--- src/rtl/cpu_pkg.sv ---
// cpu_pkg: shared opcode/phase encodings and helpers for the 8-bit RISC CPU.
// Imported by cpu_controller; no ports.
package cpu_pkg;

   localparam int CPU_OPCODE_W = 3;
   localparam int CPU_PHASE_W  = 3;

   localparam logic [CPU_OPCODE_W-1:0] OP_HLT = 3'd0;
   localparam logic [CPU_OPCODE_W-1:0] OP_SKZ = 3'd1;
   localparam logic [CPU_OPCODE_W-1:0] OP_ADD = 3'd2;
   localparam logic [CPU_OPCODE_W-1:0] OP_AND = 3'd3;
   localparam logic [CPU_OPCODE_W-1:0] OP_XOR = 3'd4;
   localparam logic [CPU_OPCODE_W-1:0] OP_LDA = 3'd5;
   localparam logic [CPU_OPCODE_W-1:0] OP_STO = 3'd6;
   localparam logic [CPU_OPCODE_W-1:0] OP_JMP = 3'd7;

   typedef enum logic [CPU_PHASE_W-1:0] {
      PH_INST_ADDR  = 3'd0,
      PH_INST_FETCH = 3'd1,
      PH_INST_LOAD  = 3'd2,
      PH_IDLE       = 3'd3,
      PH_OP_ADDR    = 3'd4,
      PH_OP_FETCH   = 3'd5,
      PH_ALU_OP     = 3'd6,
      PH_STORE      = 3'd7
   } phase_e;

   typedef struct packed {
      logic sel;
      logic rd;
      logic wr;
      logic ld_ir;
      logic ld_ac;
      logic ld_pc;
      logic inc_pc;
      logic data_e;
      logic halt;
   } ctrl_t;

   localparam ctrl_t CTRL_IDLE = '0;

   function automatic logic is_aluop(
      input logic [CPU_OPCODE_W-1:0] op
   );
      return (op == OP_ADD) || (op == OP_AND) ||
             (op == OP_XOR) || (op == OP_LDA);
   endfunction

endpackage

--- src/rtl/cpu_controller.sv ---
// cpu_controller: 8-phase instruction sequencer producing memory, mux,
// register-load and halt strobes from phase, opcode and zero.
// Ports: clk, rst_n (async, active-low), opcode, zero ->
//   sel, rd, wr, ld_ir, ld_ac, ld_pc, inc_pc, data_e, halt, phase.
// Optional macro CPU_CTRL_SINGLE_STEP_EN adds input step: phase 0 holds
// until step is sampled high, then one full instruction runs.
module cpu_controller
   import cpu_pkg::*;
#(
   parameter int OPCODE_W = CPU_OPCODE_W,
   parameter int PHASE_W  = CPU_PHASE_W
) (
   input  logic                clk,
   input  logic                rst_n,
   input  logic [OPCODE_W-1:0] opcode,
   input  logic                zero,
`ifdef CPU_CTRL_SINGLE_STEP_EN
   input  logic                step,
`endif
   output logic                sel,
   output logic                rd,
   output logic                wr,
   output logic                ld_ir,
   output logic                ld_ac,
   output logic                ld_pc,
   output logic                inc_pc,
   output logic                data_e,
   output logic                halt,
   output logic [PHASE_W-1:0]  phase
);

   phase_e r_phase;
   logic   r_halted;

   phase_e w_phase_nxt;
   logic   w_halted_nxt;
   logic   w_run;
   logic   w_alu;
   logic   w_is_hlt;
   logic   w_is_skz;
   logic   w_is_sto;
   logic   w_is_jmp;
   ctrl_t  w_ctrl;

   assign w_alu    = is_aluop(opcode);
   assign w_is_hlt = (opcode == OP_HLT);
   assign w_is_skz = (opcode == OP_SKZ);
   assign w_is_sto = (opcode == OP_STO);
   assign w_is_jmp = (opcode == OP_JMP);

   // Single-step gate only matters at the instruction boundary.
`ifdef CPU_CTRL_SINGLE_STEP_EN
   assign w_run = (r_phase != PH_INST_ADDR) || step;
`else
   assign w_run = 1'b1;
`endif

   always_ff @(posedge clk or negedge rst_n) begin
      if (!rst_n) begin
         r_phase  <= PH_INST_ADDR;
         r_halted <= 1'b0;
      end else begin
         r_phase  <= w_phase_nxt;
         r_halted <= w_halted_nxt;
      end
   end

   // Next state: HLT in OP_ADDR freezes the phase at 4 and latches halt.
   always_comb begin
      w_phase_nxt  = r_phase;
      w_halted_nxt = r_halted;
      if (!r_halted) begin
         if ((r_phase == PH_OP_ADDR) && w_is_hlt) begin
            w_halted_nxt = 1'b1;
         end else if (w_run) begin
            w_phase_nxt = phase_e'(r_phase + 3'd1);
         end
      end
   end

   // Output decode.
   always_comb begin
      w_ctrl = CTRL_IDLE;
      unique case (r_phase)
         PH_INST_ADDR: begin
            w_ctrl.sel = 1'b1;
         end
         PH_INST_FETCH: begin
            w_ctrl.sel = 1'b1;
            w_ctrl.rd  = 1'b1;
         end
         PH_INST_LOAD, PH_IDLE: begin
            w_ctrl.sel   = 1'b1;
            w_ctrl.rd    = 1'b1;
            w_ctrl.ld_ir = 1'b1;
         end
         PH_OP_ADDR: begin
            w_ctrl.inc_pc = 1'b1;
            w_ctrl.halt   = w_is_hlt;
         end
         PH_OP_FETCH: begin
            w_ctrl.rd = w_alu;
         end
         PH_ALU_OP: begin
            w_ctrl.rd     = w_alu;
            w_ctrl.inc_pc = w_is_skz && zero;
            w_ctrl.ld_pc  = w_is_jmp;
            w_ctrl.data_e = w_is_sto;
         end
         PH_STORE: begin
            w_ctrl.rd     = w_alu;
            w_ctrl.ld_ac  = w_alu;
            w_ctrl.inc_pc = w_is_jmp;
            w_ctrl.ld_pc  = w_is_jmp;
            w_ctrl.wr     = w_is_sto;
            w_ctrl.data_e = w_is_sto;
         end
         default: begin
            w_ctrl = CTRL_IDLE;
         end
      endcase
      // Once halted every strobe is dead except halt itself.
      if (r_halted) begin
         w_ctrl      = CTRL_IDLE;
         w_ctrl.halt = 1'b1;
      end
   end

   assign sel    = w_ctrl.sel;
   assign rd     = w_ctrl.rd;
   assign wr     = w_ctrl.wr;
   assign ld_ir  = w_ctrl.ld_ir;
   assign ld_ac  = w_ctrl.ld_ac;
   assign ld_pc  = w_ctrl.ld_pc;
   assign inc_pc = w_ctrl.inc_pc;
   assign data_e = w_ctrl.data_e;
   assign halt   = w_ctrl.halt;
   assign phase  = PHASE_W'(r_phase);

endmodule
--- config.mk ---
export PLATFORM = sky130hd
export DESIGN_NAME = cpu_controller
export DESIGN_NICKNAME = d
export VERILOG_FILES = /design/src/rtl/cpu_pkg.sv /design/src/rtl/cpu_controller.sv
export SDC_FILE = /design/constraint.sdc
export NUM_CORES = 1
export LEC_CHECK = 0
export CAP_MARGIN = 15
export CORE_AREA = 8 8 45 47
export DETAILED_ROUTE_END_ITERATION = 7
export DIE_AREA = 0 0 53 55
export GPL_TIMING_DRIVEN = 0
export PLACE_DENSITY = 0.65
export SLEW_MARGIN = 30
export SYNTH_ARGS = -nofsm -noshare
export SYNTH_HDL_FRONTEND = slang
export SYNTH_SLANG_ARGS = --single-unit
--- constraint.sdc ---
create_clock -name clk -period 3.65 [get_ports clk]
set_input_delay 0.5475 -clock clk [delete_from_list [all_inputs] [get_ports clk]]
set_output_delay 0.5475 -clock clk [all_outputs]
set_load 0.005 [all_outputs]
==> impl_metrics.toml <==
[pwr]
irDropWorstVdd_v = 0.000138
power-per-cell-area_nw_per_um2 = 178
p_leak_uw = 0.000253

[floorplanning]
die-width_um = 53
chipHeight_um = 55
rows = 14
start_util = 0.308
fp.dieArea_um2 = 2920
io_pins = 18
core_um2 = 1380

[setup_path]
cp-end-kind = "output pin"
required_ps = 3100
setup.worst_path.start_class = "input port"
crit_fanout = 7
reg2regPathDepth = 5
critPathKind = "input port to output pin"
cp_data_arrival_time_ps = 2280

[global_route]
grt_pass1_wl_um = 1580
grt_pass1_vias = 366
grt_max_degree = 9
grt_usage = 0.0717
overflow = 0
antenna_found_initial = 0

[sta]
fin_skew_ps = 0.636
slew_headroom = 0.762
setup_viol = 0
period_minus_slack_ps = 2820
hold_viol = 0
tns_ps = 0
slew_viol_final = 0
timing.fmax_ghz = 0.354
timing.final.ws_setup_ps = 825
min_period_over_period = 0.774
rsz0062_at_grt = "no"
tightest_slew_ps = 355

[place]
io_buffers = 15
dp_slack_ps = 829
place.gp.congestion = 0.724
dp_hpwl_um = 838

[clocking]
hold_buffers = 0
cts.sink_count = 4
cts.repair.resized = 0
cts_setup_buffers = 0
clock-root-buffer = "clkbuf_4"
cts_tree = "yes"
clock_tree.buffer_depth = 2
clk_pin_slew_ps = 40
cts_inserted_buffers = 3
cts_max_level = 1
clock_latency_ps = 230

[synth]
synthesis.area_um2 = 427
syn_avg_cell_area_um2 = 9.48
yosysWarnings = 0
syn_nets = 58
synthCells = 45
synth_cell_type_count = 26
seq_area_frac_synth = 0.235
ys_ff_latch = 4

[detailed_routing]
drtAntennaViolNets = 0
drt_wl_total_um = 1010
drcViolationCount = 0
drt_pre_antenna_iters = 4
wl_per_cell_um = 12.8
vias_per_cell = 5.06
drt_iter0_drc = 5
via_count = 400

[layout]
layout_common_cells = "clkdlybuf4s50_1, ha_1, inv_1, a21oi_1, dfrtp_1"
drive_gt1_frac = 0.159
layout_commonest_cell = "clkdlybuf4s50_1"
n_antenna_cell = 0
nets = 78
area_growth_pct = 45.2

[job]
maxCapViolCount = 0

[status]
outcome = "complete, no violations"

[worst_hold_path]
hp-class = "input port to asynchronous set/reset pin"
==> cell families (layout without fill, tap and decap cells) <==
logic type | count (synthesis) | in the layout | share of synthesized area
simple gates | 13 | 13 | 0.170
compound gates | 11 | 11 | 0.214
fa+ha+maj | 7 | 7 | 0.205
buf+inv | 6 | 24 | 0.0733
flops | 4 | 4 | 0.235
xor+xnor | 2 | 2 | 0.0411
mux | 2 | 2 | 0.0616
==> report_power, final <==
group	internal, µW	switching, µW
Clock	36.7	17.6
Sequential	44.6	0
Combinational	5.07	6.06
Total	86.4	23.7
==> synth_stat cells <==
library cell,count,share of area
nor2_1,1,0.0088
nand4_1,2,0.029
or3_1,1,0.015
a21oi_1,4,0.047
nor4_1,1,0.015
or2_2,1,0.015
o41ai_4,1,0.065
mux2_2,1,0.026
a211oi_1,1,0.018
nand2_1,3,0.026
dfrtp_1,4,0.23
inv_1,4,0.035
a31oi_1,1,0.015
nand2_2,1,0.015
xor2_1,1,0.021
nor4b_1,1,0.021
o21a_1,1,0.018
mux2_4,1,0.035
o21ai_0,1,0.012
nor3_1,1,0.012
clkbuf_2,1,0.012
o41ai_1,2,0.041
ha_1,7,0.21
and3_1,1,0.015
buf_6,1,0.026
xnor2_1,1,0.021
==> layer usage <==
| layer | global-route usage | up-vias | share of wire |
|---|---|---|---|
| met5 | 0 | - | 0 |
| met4 | 0.0647 | 0 | 0.019 |
| met3 | 0.0107 | 2 | 0.065 |
| met2 | 0.107 | 15 | 0.50 |
| met1 | 0.0870 | 178 | 0.41 |
| li1 | - | 205 | - |
==> metrics by stage <==
stage	utilization	instances	area [µm²]	power [µW]	hold WS (ps)
floorplan	-	45	427	50.3	252
global placement	0.431	76	597	56.0	554
detailed placement	0.431	76	597	56.2	559
CTS	0.448	79	619	113	519
global route	0.448	79	619	115	527
finish	0.448	79	619	110	519
==> sequential cells by signal, indices dropped and copies added, names as in the netlist <==
signal    flops
r_halted      1
phase         3
==> final cells by class <==
type                    count  area (µm²)
plain buffers               2        16.3
clock buffers               3        22.5
fillers                   153         764
inverters                   4        15.0
multi-input cells          35         295
flip-flops and latches      4         100
well taps                  16        20.0
repair buffers             15         150
==> worst max-delay path, cell delays in order <==
cell,delay [ps]
clkdlybuf4s50_1,640
xor2_1,200
o21ai_0,100
a211oi_1,250
clkdlybuf4s50_1,540
==> worst paths after layout <==
| path | startpoint | endpoint | slack, ps |
|---|---|---|---|
| worst max-delay path | opcode[2] | rd | 830 |
| worst min-delay path | rst_n | phase[2]$_DFFE_PN0P_ | 520 |
| worst max register to register | phase[0]$_DFFE_PN0P_ | phase[1]$_DFFE_PN0P_ | 2040 |
| worst min register to register | phase[0]$_DFFE_PN0P_ | phase[0]$_DFFE_PN0P_ | 560 |
| max in group asynchronous | rst_n | phase[0]$_DFFE_PN0P_ | 2960 |
| min in group clk | opcode[0] | r_halted$_DFF_PN0_ | 540 |
Power figures use the tool's default switching activity.
